File: src/rtl/lsu_ctrl_if.sv
// Interfaces for the load/store sequencer.
//
// lsu_req_if : execute-stage side. One decoded load/store per transaction
//              (valid/ready), plus the writeback, stall and exception
//              results the controller returns to the pipeline.
//   master = pipeline, slave = lsu_ctrl
//     valid, is_store, funct3, rs1, imm, store_data, rd   pipeline -> lsu
//     ready, wb_valid, wb_rd, wb_data, stall,
//     exc_valid, exc_cause, exc_addr                      lsu -> pipeline
//
// lsu_mem_if : data-memory port. Request valid/ready, read data returned
//              later with rvalid.
//   master = lsu_ctrl, slave = memory
//     valid, we, addr, wdata, be                          lsu -> memory
//     ready, rvalid, rdata                                memory -> lsu

interface lsu_req_if #(parameter int XLEN = 32);
  logic            valid;
  logic            ready;
  logic            is_store;
  logic [2:0]      funct3;
  logic [XLEN-1:0] rs1;
  logic [11:0]     imm;
  logic [XLEN-1:0] store_data;
  logic [4:0]      rd;
  logic            wb_valid;
  logic [4:0]      wb_rd;
  logic [XLEN-1:0] wb_data;
  logic            stall;
  logic            exc_valid;
  logic [1:0]      exc_cause;
  logic [XLEN-1:0] exc_addr;

  modport master (
    output valid, is_store, funct3, rs1, imm, store_data, rd,
    input  ready, wb_valid, wb_rd, wb_data, stall, exc_valid, exc_cause, exc_addr
  );

  modport slave (
    input  valid, is_store, funct3, rs1, imm, store_data, rd,
    output ready, wb_valid, wb_rd, wb_data, stall, exc_valid, exc_cause, exc_addr
  );
endinterface

interface lsu_mem_if #(parameter int XLEN = 32);
  logic            valid;
  logic            ready;
  logic            we;
  logic [XLEN-1:0] addr;
  logic [XLEN-1:0] wdata;
  logic [3:0]      be;
  logic            rvalid;
  logic [XLEN-1:0] rdata;

  modport master (
    output valid, we, addr, wdata, be,
    input  ready, rvalid, rdata
  );

  modport slave (
    input  valid, we, addr, wdata, be,
    output ready, rvalid, rdata
  );
endinterface

File: src/rtl/lsu_ctrl.sv
// lsu_ctrl: load/store sequencer between the execute stage and the
// data-memory port. Forms ea = rs1 + sext(imm), checks legality and
// alignment, issues one memory request, aligns/extends load data and
// returns it as a one-cycle writeback pulse. Faults and memory timeouts
// are reported as a one-cycle exception pulse. All outputs are registered.
//
// Ports:
//   clk    in  rising-edge clock
//   rst_n  in  asynchronous active-low reset
//   req    lsu_req_if.slave  request in, writeback/stall/exception out
//   mem    lsu_mem_if.master memory request out, read data in

module lsu_ctrl #(
  parameter int XLEN    = 32,
  parameter int TIMEOUT = 15
) (
  input logic       clk,
  input logic       rst_n,
  lsu_req_if.slave  req,
  lsu_mem_if.master mem
);

  localparam int CW = $clog2(TIMEOUT + 1);

  typedef enum logic [1:0] {IDLE, REQ, WAIT_RD, RESP} state_t;

  state_t          state, state_n;
  logic [CW-1:0]   cnt, cnt_n, cnt_inc;
  logic            timeout;

  logic [XLEN-1:0] ea_r;
  logic [2:0]      f3_r;
  logic [4:0]      rd_r;
  logic            store_r;

  logic [XLEN-1:0] ea_in;
  logic            illegal, misaligned, fault;
  logic [3:0]      be_in;
  logic [XLEN-1:0] wdata_in;
  logic [XLEN-1:0] lane, load_val;

  logic            ready_q, stall_q, mvalid_q, we_q, wbv_q, excv_q;
  logic [XLEN-1:0] addr_q, wdata_q, wbdata_q, excaddr_q;
  logic [3:0]      be_q;
  logic [4:0]      wbrd_q;
  logic [1:0]      cause_q;

  logic            ready_n, stall_n, mvalid_n, we_n, wbv_n, excv_n;
  logic [XLEN-1:0] addr_n, wdata_n, wbdata_n, excaddr_n;
  logic [3:0]      be_n;
  logic [4:0]      wbrd_n;
  logic [1:0]      cause_n;

  // Decode of the incoming request: effective address, legality, alignment,
  // byte enables and lane-replicated store data.
  always_comb begin
    ea_in = req.rs1 + {{(XLEN-12){req.imm[11]}}, req.imm};
    if (req.is_store)
      illegal = req.funct3[2] | (req.funct3[1:0] == 2'b11);
    else
      illegal = (req.funct3[1:0] == 2'b11) | (req.funct3 == 3'b110);
    case (req.funct3[1:0])
      2'b00: begin
        misaligned = 1'b0;
        be_in      = 4'b0001 << ea_in[1:0];
        wdata_in   = {(XLEN/8){req.store_data[7:0]}};
      end
      2'b01: begin
        misaligned = ea_in[0];
        be_in      = 4'b0011 << ea_in[1:0];
        wdata_in   = {(XLEN/16){req.store_data[15:0]}};
      end
      default: begin
        misaligned = |ea_in[1:0];
        be_in      = 4'b1111;
        wdata_in   = req.store_data;
      end
    endcase
    fault = illegal | misaligned;
  end

  // Load-data alignment: shift the addressed lane down, then extend by size.
  always_comb begin
    lane = mem.rdata >> {ea_r[1:0], 3'b000};
    case (f3_r)
      3'b000:  load_val = {{(XLEN-8){lane[7]}}, lane[7:0]};
      3'b001:  load_val = {{(XLEN-16){lane[15]}}, lane[15:0]};
      3'b100:  load_val = {{(XLEN-8){1'b0}}, lane[7:0]};
      3'b101:  load_val = {{(XLEN-16){1'b0}}, lane[15:0]};
      default: load_val = lane;
    endcase
  end

  // Next-state logic. The wait counter restarts on entry to REQ/WAIT_RD;
  // a handshake or rvalid in the cycle the limit is reached takes priority.
  always_comb begin
    state_n = state;
    cnt_n   = cnt;
    cnt_inc = cnt + CW'(1);
    timeout = 1'b0;
    case (state)
      IDLE: begin
        if (req.valid && !fault) begin
          state_n = REQ;
          cnt_n   = '0;
        end
      end
      REQ: begin
        if (mem.ready) begin
          state_n = store_r ? IDLE : WAIT_RD;
          cnt_n   = '0;
        end else if (cnt_inc == CW'(TIMEOUT)) begin
          state_n = IDLE;
          timeout = 1'b1;
        end else begin
          cnt_n = cnt_inc;
        end
      end
      WAIT_RD: begin
        if (mem.rvalid) begin
          state_n = RESP;
        end else if (cnt_inc == CW'(TIMEOUT)) begin
          state_n = IDLE;
          timeout = 1'b1;
        end else begin
          cnt_n = cnt_inc;
        end
      end
      default: state_n = IDLE;
    endcase
  end

  // Next values of the registered outputs. Status flags follow the next
  // state; bus/data fields are loaded on the relevant transition and held.
  always_comb begin
    ready_n   = (state_n == IDLE);
    stall_n   = (state_n != IDLE);
    mvalid_n  = (state_n == REQ);
    we_n      = we_q;
    addr_n    = addr_q;
    wdata_n   = wdata_q;
    be_n      = be_q;
    wbv_n     = 1'b0;
    wbrd_n    = wbrd_q;
    wbdata_n  = wbdata_q;
    excv_n    = 1'b0;
    cause_n   = cause_q;
    excaddr_n = excaddr_q;
    if (state == IDLE && req.valid) begin
      if (fault) begin
        excv_n    = 1'b1;
        cause_n   = illegal ? 2'd3 : {1'b0, req.is_store};
        excaddr_n = ea_in;
      end else begin
        we_n    = req.is_store;
        addr_n  = {ea_in[XLEN-1:2], 2'b00};
        wdata_n = wdata_in;
        be_n    = be_in;
      end
    end
    // Writeback to x0 is suppressed but RESP is still visited.
    if (state == WAIT_RD && mem.rvalid) begin
      wbv_n    = (rd_r != 5'd0);
      wbrd_n   = rd_r;
      wbdata_n = load_val;
    end
    if (timeout) begin
      excv_n    = 1'b1;
      cause_n   = 2'd2;
      excaddr_n = ea_r;
    end
  end

  // State, transaction context and output registers.
  always_ff @(posedge clk or negedge rst_n) begin
    if (!rst_n) begin
      state     <= IDLE;
      cnt       <= '0;
      ea_r      <= '0;
      f3_r      <= '0;
      rd_r      <= '0;
      store_r   <= 1'b0;
      ready_q   <= 1'b1;
      stall_q   <= 1'b0;
      mvalid_q  <= 1'b0;
      we_q      <= 1'b0;
      addr_q    <= '0;
      wdata_q   <= '0;
      be_q      <= '0;
      wbv_q     <= 1'b0;
      wbrd_q    <= '0;
      wbdata_q  <= '0;
      excv_q    <= 1'b0;
      cause_q   <= '0;
      excaddr_q <= '0;
    end else begin
      state     <= state_n;
      cnt       <= cnt_n;
      if (state == IDLE && req.valid) begin
        ea_r    <= ea_in;
        f3_r    <= req.funct3;
        rd_r    <= req.rd;
        store_r <= req.is_store;
      end
      ready_q   <= ready_n;
      stall_q   <= stall_n;
      mvalid_q  <= mvalid_n;
      we_q      <= we_n;
      addr_q    <= addr_n;
      wdata_q   <= wdata_n;
      be_q      <= be_n;
      wbv_q     <= wbv_n;
      wbrd_q    <= wbrd_n;
      wbdata_q  <= wbdata_n;
      excv_q    <= excv_n;
      cause_q   <= cause_n;
      excaddr_q <= excaddr_n;
    end
  end

  assign req.ready     = ready_q;
  assign req.stall     = stall_q;
  assign req.wb_valid  = wbv_q;
  assign req.wb_rd     = wbrd_q;
  assign req.wb_data   = wbdata_q;
  assign req.exc_valid = excv_q;
  assign req.exc_cause = cause_q;
  assign req.exc_addr  = excaddr_q;
  assign mem.valid     = mvalid_q;
  assign mem.we        = we_q;
  assign mem.addr      = addr_q;
  assign mem.wdata     = wdata_q;
  assign mem.be        = be_q;

endmodule

File: src/flat_wrapper.sv
// flat-port wrapper written by rule: the top's interface ports become plain ports
module lsu_ctrl_flat 
#(
  parameter int XLEN    = 32,
  parameter int TIMEOUT = 15
)
  (clk, rst_n, req_valid, req_is_store, req_funct3, req_rs1, req_imm, req_store_data, req_rd, req_ready, req_wb_valid, req_wb_rd, req_wb_data, req_stall, req_exc_valid, req_exc_cause, req_exc_addr, mem_valid, mem_we, mem_addr, mem_wdata, mem_be, mem_ready, mem_rvalid, mem_rdata);
  lsu_req_if #(.XLEN(XLEN)) req_i ();
  lsu_mem_if #(.XLEN(XLEN)) mem_i ();
  input logic clk;
  input logic rst_n;
  input wire logic [$bits(req_i.valid)-1:0] req_valid;
  input wire logic [$bits(req_i.is_store)-1:0] req_is_store;
  input wire logic [$bits(req_i.funct3)-1:0] req_funct3;
  input wire logic [$bits(req_i.rs1)-1:0] req_rs1;
  input wire logic [$bits(req_i.imm)-1:0] req_imm;
  input wire logic [$bits(req_i.store_data)-1:0] req_store_data;
  input wire logic [$bits(req_i.rd)-1:0] req_rd;
  output wire logic [$bits(req_i.ready)-1:0] req_ready;
  output wire logic [$bits(req_i.wb_valid)-1:0] req_wb_valid;
  output wire logic [$bits(req_i.wb_rd)-1:0] req_wb_rd;
  output wire logic [$bits(req_i.wb_data)-1:0] req_wb_data;
  output wire logic [$bits(req_i.stall)-1:0] req_stall;
  output wire logic [$bits(req_i.exc_valid)-1:0] req_exc_valid;
  output wire logic [$bits(req_i.exc_cause)-1:0] req_exc_cause;
  output wire logic [$bits(req_i.exc_addr)-1:0] req_exc_addr;
  output wire logic [$bits(mem_i.valid)-1:0] mem_valid;
  output wire logic [$bits(mem_i.we)-1:0] mem_we;
  output wire logic [$bits(mem_i.addr)-1:0] mem_addr;
  output wire logic [$bits(mem_i.wdata)-1:0] mem_wdata;
  output wire logic [$bits(mem_i.be)-1:0] mem_be;
  input wire logic [$bits(mem_i.ready)-1:0] mem_ready;
  input wire logic [$bits(mem_i.rvalid)-1:0] mem_rvalid;
  input wire logic [$bits(mem_i.rdata)-1:0] mem_rdata;
  assign req_i.valid = req_valid;
  assign req_i.is_store = req_is_store;
  assign req_i.funct3 = req_funct3;
  assign req_i.rs1 = req_rs1;
  assign req_i.imm = req_imm;
  assign req_i.store_data = req_store_data;
  assign req_i.rd = req_rd;
  assign req_ready = req_i.ready;
  assign req_wb_valid = req_i.wb_valid;
  assign req_wb_rd = req_i.wb_rd;
  assign req_wb_data = req_i.wb_data;
  assign req_stall = req_i.stall;
  assign req_exc_valid = req_i.exc_valid;
  assign req_exc_cause = req_i.exc_cause;
  assign req_exc_addr = req_i.exc_addr;
  assign mem_valid = mem_i.valid;
  assign mem_we = mem_i.we;
  assign mem_addr = mem_i.addr;
  assign mem_wdata = mem_i.wdata;
  assign mem_be = mem_i.be;
  assign mem_i.ready = mem_ready;
  assign mem_i.rvalid = mem_rvalid;
  assign mem_i.rdata = mem_rdata;
  lsu_ctrl #(.XLEN(XLEN), .TIMEOUT(TIMEOUT)) u_core (.clk(clk), .rst_n(rst_n), .req(req_i), .mem(mem_i));
endmodule
File: config.mk
export PLATFORM = sky130hd
export DESIGN_NAME = lsu_ctrl_flat
export DESIGN_NICKNAME = d
export VERILOG_FILES = /design/src/rtl/lsu_ctrl_if.sv /design/src/rtl/lsu_ctrl.sv /design/src/flat_wrapper.sv
export SDC_FILE = /design/constraint.sdc
export NUM_CORES = 1
export LEC_CHECK = 0
export CORE_ASPECT_RATIO = 0.7
export CORE_MARGIN = 1
export CORE_UTILIZATION = 35
export CTS_CLUSTER_SIZE = 24
export DETAILED_ROUTE_END_ITERATION = 10
export GPL_TIMING_DRIVEN = 0
export PLACE_DENSITY = 0.64
export SYNTH_ARGS = -nofsm -noshare
export SYNTH_HDL_FRONTEND = slang
export SYNTH_SLANG_ARGS = --single-unit
File: constraint.sdc
create_clock -name clk -period 2.4 [get_ports clk]
set_clock_uncertainty 0.15 [all_clocks]
set_input_delay 0.6 -clock clk [delete_from_list [all_inputs] [get_ports clk]]
set_output_delay 0.6 -clock clk [all_outputs]
set_load 0.1 [all_outputs]
==> results.sh <==
export IMPL_status="finished, violations left"
export IMPL_violations="setup timing"
export IMPL_crit_arrival_ps=3050
export IMPL_cts_inserted_buffers=17
export IMPL_grt_pass1_vias=9534
export IMPL_cts_sinks=190
export IMPL_grt_ovfl_total=0
export IMPL_place_congestion=0.963
export IMPL_portBuffers=263
export IMPL_r2r_end="u_core.req.exc_addr[29]"
export IMPL_grt_max_degree=102
export IMPL_postRouteAntennaNets=0
export IMPL_cap_violations=0
export IMPL_worstPathMaxFanout=3
export IMPL_nNetsFinal=1646
export IMPL_final_area_mm2=0.0163
export IMPL_n_fill_cell=2533
export IMPL_setup_slack_ps=-478
export IMPL_seqCellArea_mm2=0.00476
export IMPL_highest_layer="met4"
export IMPL_slew_limit_headroom=0.257
export IMPL_drc=0
export IMPL_fp_dieW_um=207
export IMPL_rows=52
export IMPL_cts_hold_buf=0
export IMPL_crit_required_ps=2580
export IMPL_yosysSeqAreaShare=0.460
export IMPL_vias=9863
export IMPL_grt_pass1_wl_mm=55.0
export IMPL_dr_pass1_iters=5
export IMPL_dp_hpwl_mm=25.5
export IMPL_final_layout_size_suffix_gt1_frac=0.371
export IMPL_core_mm2=0.0290
export IMPL_finalSetupTns_ps=-14880
export IMPL_utilization=0.562
export IMPL_hold_viol_final=0
export IMPL_fmax_ghz=0.348
export IMPL_wl_per_cell_um=20.0
export IMPL_async_flop_share=1.00
export IMPL_syn2layout_area_growth_pct=57.4
export IMPL_syn_avg_cell_area_um2=9.33
export IMPL_finalSetupViolCount=71
export IMPL_reg2reg_depth=7
export IMPL_synth_edf_count=0
export IMPL_drt_initial_drc_count=598
export IMPL_start_util=0.357
export IMPL_clkTransAtPathRegs_ps=80
export IMPL_synth_area_mm2=0.0103
export IMPL_multi_input_area_mm2=0.00647
export IMPL_hold_class="in2async"
export IMPL_critical_path_class="in2reg"
export IMPL_drt_met1_wl_mm=18.5
export IMPL_cp_slowest_stage_delay_ps=400
export IMPL_ios=267
export IMPL_worst_path_max_delay_cell="fa_2"
export IMPL_fin_crit_ps=2880
export IMPL_die_area_mm2=0.0302
export IMPL_htreeDepth=4
export IMPL_synth_warnings=0
export IMPL_cts_root_buf="clkbuf_16"
export IMPL_synthCells=1108
export IMPL_cts_tree="built"
export IMPL_pre_cts_ws_ps=-2210
export IMPL_ys_types=73
export IMPL_wl_mm=37.6
export IMPL_grtUsageTotal=0.236
export IMPL_die_h_um=146
export IMPL_endpoint_kind="flop"
export IMPL_rsz0062_at_grt="true"
export IMPL_wl_met3_mm=2.35
export IMPL_drv_slew=0
export IMPL_reg2reg_from="u_core.state[1]"
export IMPL_dpl_instance_area_mm2=0.0139
export IMPL_via_per_inst=5.25
export IMPL_critPathLaunchType="input pin"
export IMPL_ys_seq_elements=190
export IMPL_wl_met2_mm=16.4
export IMPL_tightest_slew_ps=1110
export IMPL_cp_cell_sequence="buf_6 > ha_4 > fa_2 > a211oi_4 > o21ai_2 > a41oi_4 > o21ai_4 > a311oi_4 > o41ai_4 > nor4b_2 > or3_1"
export IMPL_synth_ff_type="dfrtp_1"
export IMPL_period_share=1.20
export IMPL_clk_latency_ps=440
export IMPL_antenna_found_initial=1
export IMPL_rrSetupSlack_ps=30
export IMPL_cts_buffer_depth=2
-- cells in the final DEF (no fill, tap or decap), drive strengths merged, types with 5 or more instances in the layout --
cell	count
nand2	208
dfrtp	189
buf	139
o21ai	139
clkbuf	106
clkdlybuf4s15	100
nor2	93
clkdlybuf4s50	87
a21oi	79
mux2i	50
mux2	38
ha	37
a21o	26
xor2	14
o211ai	13
inv	12
xnor2	12
nand3	12
nor3	10
o22a	8
dlygate4sd2	8
nor2b	7
or2	7
and3	7
a211oi	7
and2	6
o21a	6
nand2b	5
o31ai	5
-- cells by family after synthesis --
logic type,after synthesis,synth area share
other,1,0.000363
buffers and inverters,74,0.0345
AO/OA/AOI/OAI,321,0.194
AND/OR/NAND/NOR,370,0.153
XOR/XNOR,26,0.0220
multiplexers,88,0.0898
flip-flops,190,0.460
adder cells (fa/ha/maj),38,0.0467
-- per-stage QoR --
stage	cells	hold WS, ps
floorplan	1109	154
global placement	1750	307
detailed placement	1751	316
CTS	1824	87.0
global route	1877	109
finish	1878	62.1
-- sequential cells by signal, indices dropped and copies added, names as in the netlist, 2 cells and up --
signal and flops:
u_core.cnt 4, u_core.ea_r 32, u_core.f3_r 3, u_core.mem.addr 30
u_core.mem.be 4, u_core.mem.wdata 32, u_core.rd_r 5, u_core.req.exc_addr 32
u_core.req.exc_cause 2, u_core.req.wb_data 32, u_core.req.wb_rd 5, u_core.state 2
-- how the worst max path moves through the flow --
stage                start                       to  cells after the start  slack [ps]
3_5_place_dp   req_imm[11]  u_core.req.exc_addr[22]                     11       -2210
2_1_floorplan   req_imm[0]  u_core.req.exc_addr[28]                     10        -500
5_1_grt         req_imm[0]  u_core.req.exc_addr[28]                     11        -520
6_report        req_imm[0]  u_core.req.exc_addr[28]                     11        -480
3_3_place_gp         rst_n     u_core.mem.wdata[21]                      1       -7760
4_1_cts         req_rs1[0]  u_core.req.exc_addr[28]                     12        -530
-- Yosys cell counts, types with 10 or more instances --
library cell,instances,share of area
a21o_1,26,0.019
a21oi_1,79,0.038
clkbuf_1,43,0.016
dfrtp_1,189,0.46
ha_1,37,0.045
inv_1,10,0.0036
mux2_2,38,0.041
mux2i_1,50,0.048
nand2_1,207,0.075
nor2_1,93,0.034
nor3_1,10,0.0048
o211ai_1,13,0.0094
o21ai_0,127,0.061
xnor2_1,12,0.010
xor2_1,14,0.012
-- repair_timing --
action / CTS / global route
hold endpoints to repair: 0 / 0
gates resized for setup: 558 / 225
pin swaps: 47 / 107
endpoints found under the setup margin: 295 / 160
cloned: 0 / 7
buffers inserted: 47 / 56
-- area by class of cell --
class / instances / share of cell area
Inverter: 10 / 0.00231
Buffer: 56 / 0.0296
Tap cell: 378 / 0.0291
Multi-Input combinational cell: 846 / 0.398
Clock buffer: 20 / 0.0281
Antenna cell: 1 / 0.000154
Sequential cell: 190 / 0.292
Clock inverter: 12 / 0.00984
Timing Repair Buffer: 365 / 0.211
-- metal layers --
| layer | track usage | vias to the layer above |
|---|---|---|
| li1 | - | 4665 |
| met1 | 0.345 | 4859 |
| met2 | 0.347 | 302 |
| met3 | 0.0619 | 37 |
| met4 | 0.0504 | 0 |
| met5 | 0 | - |
-- worst max-delay path, delay by kind of cell --
kind | cells | cell delay [ps]
AOI/OAI and AO/OA | 6 | 1240
and+or+nand+nor | 2 | 570
adders and majority gates | 2 | 560
buffers and inverters | 1 | 100
Power is not shown: default switching activity piles up to over one toggle a cycle in this logic, so the estimate is an artifact.
